## src/rtl/fp_special_pkg.sv

```systemverilog
// rtl/fp_special_pkg.sv - class indices, result codes and default-NaN helper for special-value resolution
package fp_special_pkg;

  localparam int CLS_SNAN = 0;
  localparam int CLS_QNAN = 1;
  localparam int CLS_INF  = 2;
  localparam int CLS_ZERO = 3;
  localparam int CLS_SUB  = 4;
  localparam int CLS_NORM = 5;

  localparam logic [5:0] PT_NONE = 6'b000000;
  localparam logic [5:0] PT_SNAN = 6'b000001;
  localparam logic [5:0] PT_QNAN = 6'b000010;
  localparam logic [5:0] PT_INF  = 6'b000100;
  localparam logic [5:0] PT_ZERO = 6'b001000;
  localparam logic [5:0] PT_PASS = 6'b010000;

  typedef enum logic {
    OP_MUL = 1'b0,
    OP_ADD = 1'b1
  } op_e;

  // Right-aligned in 64 bits; callers keep the low 1+exp_w+man_w bits.
  function automatic logic [63:0] default_nan(input logic sign, input int exp_w, input int man_w);
    logic [63:0] v;
    v = 64'(sign) << (exp_w + man_w);
    v = v | (((64'd1 << exp_w) - 64'd1) << man_w);
    v = v | (64'd1 << (man_w - 1));
    return v;
  endfunction

endpackage

```

## src/rtl/special_value_resolve_comb.sv

```systemverilog
// rtl/special_value_resolve_comb.sv - combinational special-value classification and priority for mul/add
module special_value_resolve_comb
  import fp_special_pkg::*;
#(
  parameter int EXP_W      = 5,
  parameter int MAN_W      = 10,
  parameter int QUIET_SNAN = 1,
  parameter int FTZ        = 1
) (
  input  logic                   op,
  input  logic [1:0][4:0]        types,
  input  logic [1:0][EXP_W+MAN_W:0] f,
  output logic [5:0]             p_type,
  output logic [EXP_W+MAN_W:0]   p,
  output logic                   nv_event
);

  localparam int W = 1 + EXP_W + MAN_W;
  localparam logic [W-1:0] QMASK = (QUIET_SNAN != 0) ? (W'(1) << (MAN_W - 1)) : '0;

  logic [1:0]   snan, qnan, inf, zero, sub, sgn;
  logic         sx;
  logic [W-1:0] dnan_sx, dnan_pos, snan_op, qnan_op, inf_op;

  always_comb begin
    for (int i = 0; i < 2; i++) begin
      snan[i] = types[i][CLS_SNAN];
      qnan[i] = types[i][CLS_QNAN];
      inf[i]  = types[i][CLS_INF];
      sub[i]  = types[i][CLS_SUB];
      zero[i] = types[i][CLS_ZERO] | (types[i][CLS_SUB] & (FTZ != 0));
      sgn[i]  = f[i][W-1];
    end
  end

  assign sx       = sgn[0] ^ sgn[1];
  assign dnan_sx  = W'(default_nan(sx, EXP_W, MAN_W));
  assign dnan_pos = W'(default_nan(1'b0, EXP_W, MAN_W));
  // Operand 0 takes precedence whenever both qualify.
  assign snan_op  = (snan[0] ? f[0] : f[1]) | QMASK;
  assign qnan_op  = qnan[0] ? f[0] : f[1];
  assign inf_op   = inf[0] ? f[0] : f[1];

  always_comb begin
    p_type   = PT_NONE;
    p        = '0;
    nv_event = 1'b0;
    if (|snan) begin
      p_type   = PT_SNAN;
      p        = snan_op;
      nv_event = 1'b1;
    end else if (op_e'(op) == OP_MUL) begin
      if (|qnan) begin
        p_type = PT_QNAN;
        p      = qnan_op;
      end else if ((inf[0] & zero[1]) | (zero[0] & inf[1])) begin
        p_type   = PT_QNAN;
        p        = dnan_sx;
        nv_event = 1'b1;
      end else if (|inf) begin
        p_type = PT_INF;
        p      = {sx, {EXP_W{1'b1}}, {MAN_W{1'b0}}};
      end else if ((|zero) | (&sub)) begin
        p_type = PT_ZERO;
        p      = {sx, {(W-1){1'b0}}};
      end
    end else begin
      if (|qnan) begin
        p_type = PT_QNAN;
        p      = qnan_op;
      end else if ((&inf) & sx) begin
        p_type   = PT_QNAN;
        p        = dnan_pos;
        nv_event = 1'b1;
      end else if (|inf) begin
        p_type = PT_INF;
        p      = inf_op;
      end else if (&zero) begin
        p_type = PT_ZERO;
        p      = {sgn[0] & sgn[1], {(W-1){1'b0}}};
      end else if (zero[0]) begin
        p_type = PT_PASS;
        p      = f[1];
      end else if (zero[1]) begin
        p_type = PT_PASS;
        p      = f[0];
      end
    end
  end

endmodule

```

## src/rtl/special_value_resolver_pipe.sv

```systemverilog
// rtl/special_value_resolver_pipe.sv - elastic pipeline around the special-value resolver, with sticky invalid flag and counter
module special_value_resolver_pipe
  import fp_special_pkg::*;
#(
  parameter int EXP_W       = 5,
  parameter int MAN_W       = 10,
  parameter int PIPE_STAGES = 2,
  parameter int QUIET_SNAN  = 1,
  parameter int FTZ         = 1,
  parameter int CNT_W       = 8
) (
  input  logic                      CLK,
  input  logic                      RST,
  input  logic                      VALID_IN,
  output logic                      READY_IN,
  input  logic                      OP,
  input  logic [1:0][5:0]           TYPES,
  input  logic [1:0][EXP_W+MAN_W:0] F,
  output logic                      VALID_OUT,
  input  logic                      READY_OUT,
  output logic [5:0]                P_TYPE,
  output logic [EXP_W+MAN_W:0]      P,
  output logic                      FLAG_NV,
  output logic [CNT_W-1:0]          NV_CNT,
  input  logic                      FLAG_CLR
);

  localparam int W  = 1 + EXP_W + MAN_W;
  localparam int DW = W + 7;

  logic [5:0]   c_type;
  logic [W-1:0] c_p;
  logic         c_nv;
  logic         out_nv;
  logic         nv_hs;

  special_value_resolve_comb #(
    .EXP_W(EXP_W), .MAN_W(MAN_W), .QUIET_SNAN(QUIET_SNAN), .FTZ(FTZ)
  ) u_resolve (
    .op(OP),
    .types({TYPES[1][4:0], TYPES[0][4:0]}),
    .f(F),
    .p_type(c_type),
    .p(c_p),
    .nv_event(c_nv)
  );

  generate
    if (PIPE_STAGES == 0) begin : g_comb
      assign READY_IN  = READY_OUT;
      assign VALID_OUT = VALID_IN;
      assign {out_nv, P_TYPE, P} = {c_nv, c_type, c_p};
    end else begin : g_pipe
      logic [PIPE_STAGES-1:0] vld, ld;
      logic [DW-1:0]          dat [PIPE_STAGES];

      // A stage may load if it or any stage downstream of it is empty, or the output drains.
      always_comb begin
        logic acc;
        ld  = '0;
        acc = READY_OUT;
        for (int k = PIPE_STAGES - 1; k >= 0; k--) begin
          acc   = acc | !vld[k];
          ld[k] = acc;
        end
      end

      always_ff @(posedge CLK) begin
        if (RST) begin
          vld <= '0;
        end else begin
          if (ld[0]) vld[0] <= VALID_IN;
          for (int k = 1; k < PIPE_STAGES; k++)
            if (ld[k]) vld[k] <= vld[k-1];
        end
      end

      always_ff @(posedge CLK) begin
        if (ld[0]) dat[0] <= {c_nv, c_type, c_p};
        for (int k = 1; k < PIPE_STAGES; k++)
          if (ld[k]) dat[k] <= dat[k-1];
      end

      assign READY_IN  = ld[0];
      assign VALID_OUT = vld[PIPE_STAGES-1];
      // Unreset datapath is masked so an empty pipe always presents zeros.
      assign {out_nv, P_TYPE, P} = vld[PIPE_STAGES-1] ? dat[PIPE_STAGES-1] : '0;
    end
  endgenerate

  assign nv_hs = VALID_OUT & READY_OUT & out_nv;

  always_ff @(posedge CLK) begin
    if (RST) begin
      FLAG_NV <= 1'b0;
      NV_CNT  <= '0;
    end else if (FLAG_CLR) begin
      FLAG_NV <= nv_hs;
      NV_CNT  <= CNT_W'(nv_hs);
    end else if (nv_hs) begin
      FLAG_NV <= 1'b1;
      if (NV_CNT != '1) NV_CNT <= NV_CNT + CNT_W'(1);
    end
  end

  always_ff @(posedge CLK) begin
    if (!RST && VALID_IN)
      assert ($onehot(TYPES[0]) && $onehot(TYPES[1]));
  end

endmodule

```

## config.mk

```make
export PLATFORM = sky130hd
export DESIGN_NAME = special_value_resolver_pipe
export DESIGN_NICKNAME = d
export VERILOG_FILES = /design/src/rtl/fp_special_pkg.sv /design/src/rtl/special_value_resolve_comb.sv /design/src/rtl/special_value_resolver_pipe.sv
export SDC_FILE = /design/constraint.sdc
export NUM_CORES = 1
export LEC_CHECK = 0
export CORE_ASPECT_RATIO = 0.7
export CORE_MARGIN = 3
export CORE_UTILIZATION = 45
export DETAILED_ROUTE_END_ITERATION = 7
export GPL_ROUTABILITY_DRIVEN = 0
export GPL_TIMING_DRIVEN = 0
export PLACE_DENSITY_LB_ADDON = 0.08
export SETUP_SLACK_MARGIN = 0.1
export SYNTH_ARGS = -nofsm -noshare
export SYNTH_HDL_FRONTEND = slang
export SYNTH_SLANG_ARGS = --single-unit
```

## constraint.sdc

```tcl
create_clock -name CLK -period 3.85 [get_ports CLK]
set_input_delay 0.77 -clock CLK [delete_from_list [all_inputs] [get_ports CLK]]
set_output_delay 0.77 -clock CLK [all_outputs]
set_load 0.1 [all_outputs]
```

==> Word level (Yosys, flattened, before mapping) <==
Memories as Yosys holds them, arrays and structs flattened.
Index checks and enable logic that the tools add are counted.
W data, S select, Z words.
{ "op_classes": {"n_div": 0, "add_sub_neg": 1, "muxes": 43, "magnitude_cmp": 0, "n_bitwise": 13, "shifts": 0, "n_reduce_logical": 14, "n_mul": 0, "n_eq_ne": 1} }
{ "op_table": {"columns": ["operator", "count"], "rows": [
  ["$mux W16", 15],
  ["$mux W6", 10],
  ["$mux W23", 1],
  ["$mux W1", 15],
  ["$reduce_and A2 Y1", 5],
  ["$reduce_or A2 Y1", 5],
  ["$add A8 B1 Y8 const B", 1],
  ["$ne A8 B8 Y1 const B", 1],
  ["$and A1 B1 Y1", 6],
  ["$or A1 B1 Y1", 6],
  ["$mux W5", 1],
  ["$mux W4", 1],
  ["$reduce_bool A2 Y1", 2],
  ["$logic_not A1 Y1", 2],
  ["$xor A1 B1 Y1", 1]
]} }
{ "totals": {"n_memories": 1, "latch_bits": 0, "input_bits": 50, "reg_bits": 11, "mem_bits_rw": 46, "out_inout_bits": 33, "romBits": 0} }
{ "mem_list": {"columns": ["memory", "words", "width", "read_ports", "rd_clocked_by_memory_dff", "write_ports", "line", "source"], "rows": [
  ["g_pipe.dat", 2, 23, 2, 0, 2, "special_value_resolver_pipe.sv:55", "logic [DW-1:0] dat [PIPE_STAGES];"]
]} }

==> Logic depth before layout (Yosys ltp) <==
{ "logic_depth": {"ltp_word": 9, "depth_mapped": 6, "ltp_nobuf": 5} }

==> Hierarchy <==
Synthesis repeated with hierarchy kept, for this count alone.
{ "hier_totals": {"hier_cells": 336, "hier_area_um2": 3417.0} }
{ "modules_own_cells": {"columns": ["module", "instances", "seq_area_each_um2", "area_each_um2", "cells_per_inst"], "rows": [
  ["special_value_resolver_pipe", 1, 1601.5, 2130.8, 136],
  ["special_value_resolve_comb", 1, 0.0, 1286.2, 200]
]} }

==> Worst setup path before layout <==
Ideal clock, no wire load.
{ "synth_path": {"path_kind": "register -> output", "start": "register g_pipe.vld[1]", "end": "output READY_IN", "t_required_ns": 3.080, "t_arrival_ns": 2.237, "path_stages_with_launch": 3, "setup_slack_ns": 0.843, "cell_sequence": "dfxtp_1 -> nor2b_1 -> nand2_1"} }
{ "synth_via": {"elab_chain_len": 3} }
{ "synth_lines": {"columns": ["element", "line", "source"], "rows": [
  ["start: declaration", "special_value_resolver_pipe.sv:54", "logic [PIPE_STAGES-1:0] vld, ld;"],
  ["start signal: indexed assignment", "special_value_resolver_pipe.sv:74", "if (ld[k]) vld[k] <= vld[k-1];"],
  ["$logic_not A1 Y1", "special_value_resolver_pipe.sv:63", "acc = acc | !vld[k];"],
  ["$or A1 B1 Y1 (2 in series)", "special_value_resolver_pipe.sv:63", null],
  ["end: declaration", "special_value_resolver_pipe.sv:15", "output logic READY_IN,"]
]} }
Every way passes these cells.

==> Worst setup path in the final report <==
{ "layout_path": {"start": "input READY_OUT", "end": "output READY_IN"} }
{ "layout_via": {"elab_chain_len": 2} }
{ "layout_lines": {"columns": ["element", "line", "source"], "rows": [
  ["start: declaration", "special_value_resolver_pipe.sv:20", "input logic READY_OUT,"],
  ["$or A1 B1 Y1 (2 in series)", "special_value_resolver_pipe.sv:63", null]
]} }
Every way passes these cells.

==> impl_metrics.tcl <==
set metrics [dict create \
    post_drt_wl_per_cell_microns 17.1 \
    holdPathStages 0 \
    path_clk_slew_ns 0.11 \
    internal-power_w 0.000930 \
    dp_hpwl_microns 5670 \
    cp_data_arrival_time_ns 2.81 \
    syn_inst 279 \
    status "completed" \
    drc 0 \
    p_clk_frac 0.245 \
    crit_fanout 23 \
    final_common_cell "clkdlybuf4s50_1" \
    worstHoldPathType "register to register" \
    tightest_slew_ns 1.03 \
    seq_area_frac_synth 0.521 \
    dr.first_iter.drc_count 176 \
    drtAntennaViolNets 0 \
    row_count 24 \
    via_count 2667 \
    core_area_sq_um 6310 \
    relSlewSlack 0.310 \
    min_period_over_period 0.930 \
    cts_tree "done" \
    cts_buffer_depth 2 \
    async_flop_share 0 \
    switching_power_w 0.000396 \
    synth_edf_count 44 \
    die_w_microns 103 \
    r2r_start "g_pipe.vld[1]" \
    grt_pass1_vias 2406 \
    syn-num-nets 331 \
    cts_buffers 5 \
    clock_latency_ns 0.32 \
    ctsHoldBuffers 0 \
    antenna_found_initial 0 \
    ir_worst_vdd_mv 0.138 \
    p_sw_frac 0.299 \
    place_area_sq_um 3820 \
    hold_viol_final 0 \
    synth.distinct_cells 52 \
    via_per_inst 6.03 \
    worstRegToRegCells 2 \
    layout-drive-gt1-share 0.0714 \
    setup_viol 0 \
    io_buffers 77 \
    htree_num_levels 2 \
    grt_max_degree 24 \
    critPathRequiredTime_ns 3.08 \
    pwr-share-comb 0.225 \
    p_per_area_nw_per_um2 338 \
    crit_chain "clkdlybuf4s50_1, nor2b_1, nand2_1, clkdlybuf4s15_2" \
    die_area_sq_um 7590 \
    finalPower_w 0.00133 \
    end_kind "output pin" \
    design_area_sq_um 3920 \
    firstDrtPassIters 5 \
    n_antenna_cell 0 \
    setup.worst_path.end "READY_IN" \
    p_leak_nw 1.33 \
    min_period_ns 3.58 \
    reg2reg_to "g_pipe.dat[0][12]" \
    grtUsageTotal 0.206 \
    io_pins 83 \
    syn_avg_cell_area_sq_um 10.6 \
    cp_slowest_cell "nand2_1" \
    wl_microns 7570 \
    fp.dieH_microns 73.8 \
    startpoint "READY_OUT" \
    nFillCells 530 \
    grt_setup_unrepaired "no" \
    min_from "g_pipe.dat[0][22]" \
    grt_pass1_wl_microns 12100 \
    start_util 0.469 \
    area_growth_pct 32.5 \
    rrSetupSlack_ns 1.95 \
    critical_path_class "primary input to output pin" \
    seq_power_share 0.529 \
    synth-main-ff-cell "edfxtp_1" \
    drv_slew 0 \
    ys_ff_latch 55 \
    clock-sinks 55 \
    final_nets 415 \
    max_cap_violations 0 \
    slowest_delay_ns 0.76 \
    cts_root_buffer "clkbuf_8" \
    fmax_mhz 279 \
    yosysWarnings 0 \
    overflow 0 \
    clock_skew_ns 0.0145 \
    cp-start-kind "primary input" \
    syn-cell-area_sq_um 2960 \
    postCtsSetupBuffers 0 \
    final_cell_mix "76 x clkdlybuf4s50_1, 44 x edfxtp_1, 21 x and2_1, 16 x nor2_1" \
]
-- how the worst min path moves through the flow --
stage	endpoint	slack, ns
2_1_floorplan	g_pipe.dat[0][23]	0.40
3_3_place_gp	g_pipe.dat[0][29]	0.40
3_5_place_dp	g_pipe.dat[0][40]	0.40
4_1_cts	g_pipe.dat[0][23]	0.42
5_1_grt	g_pipe.dat[0][45]	0.42
6_report	g_pipe.dat[0][45]	0.41
-- area by class of cell --
cell class | count | area (sq um) | area share
timing repair buffer | 77 | 772 | 0.197
inverter | 6 | 22.5 | 0.00575
clock inverter | 3 | 22.5 | 0.00575
tap | 78 | 97.6 | 0.0249
multi-input combinational | 203 | 1320 | 0.338
buffer | 15 | 68.8 | 0.0176
clock buffer | 5 | 68.8 | 0.0176
sequential | 55 | 1540 | 0.393
-- metal layers --
layer | wire length, microns | vias up | global-route usage
met5 | 0 | - | 0
met4 | 106 | 0 | 0.0647
met3 | 659 | 12 | 0.0389
met2 | 3090 | 154 | 0.286
met1 | 3720 | 1238 | 0.319
li1 | - | 1263 | -
-- power by group through the flow --
stage          sequential (W)  combinational [W]  clock [W]
6_report             0.000702           0.000298   0.000325
5_1_grt              0.000707           0.000318   0.000355
4_1_cts              0.000703           0.000296   0.000334
3_5_place_dp         0.000716           0.000295          0
3_3_place_gp         0.000714           0.000291          0
2_1_floorplan        0.000723           0.000172          0
-- cell families (layout without fill, tap and decap cells) --
family / count (synthesis) / after routing / synth area share
buffers and inverters: 21 / 106 / 0.0309
AOI/OAI and AO/OA: 100 / 100 / 0.246
other: 1 / 1 / 0.00127
xor gates and xnor gates: 6 / 6 / 0.0178
DFF: 55 / 55 / 0.521
muxes: 1 / 1 / 0.00339
adders and majority gates: 3 / 3 / 0.0118
and+or+nand+nor: 92 / 92 / 0.168
-- registers in the layout (all words and copies together) (netlist names) --
name        count
FLAG_NV         1
NV_CNT          8
g_pipe.dat     44
g_pipe.vld      2
-- per-stage QoR --
step,std cells,util,hold WS [ns],TNS (ns),setup WS (ns)
2_1_floorplan,279,-,0.400,0,0.843
3_3_place_gp,434,0.607,0.401,-0.340,-0.340
3_5_place_dp,434,0.607,0.405,-0.355,-0.355
4_1_cts,442,0.621,0.416,0,0.260
5_1_grt,442,0.621,0.424,0,0.130
6_report,442,0.621,0.412,0,0.270
-- what timing repair did --
| action | in CTS | in global routing |
|---|---|---|
| endpoints found under the hold margin | 0 | 0 |
| endpoints found under the setup margin | 1 | 0 |
| resized for setup | 3 | 0 |
-- synth_stat cells, types with 3 or more instances --
cell type	instances	share of area
a21o_1	12	0.030
a21oi_1	6	0.010
a21oi_2	9	0.027
a221o_1	4	0.014
a221oi_1	12	0.036
a32oi_1	6	0.018
and2_1	21	0.044
and3_1	3	0.0063
clkbuf_1	12	0.015
dfxtp_1	11	0.074
edfxtp_1	44	0.45
inv_1	4	0.0051
nand2_1	14	0.018
nand3_1	13	0.022
nor2_1	16	0.020
nor2b_1	3	0.0063
nor3_1	5	0.0085
o211ai_1	8	0.020
o21ai_0	14	0.024
o21ai_1	4	0.0068
o221ai_1	3	0.0089
o22ai_1	11	0.023
xnor2_1	3	0.0089
xor2_1	3	0.0089
-- critical path: cells and delay by family --
| kind | cells | cell delay (ns) |
|---|---|---|
| buffers and inverters | 2 | 1.18 |
| AND/OR/NAND/NOR | 2 | 0.86 |
No activity file was read; power rests on OpenSTA's default activity.
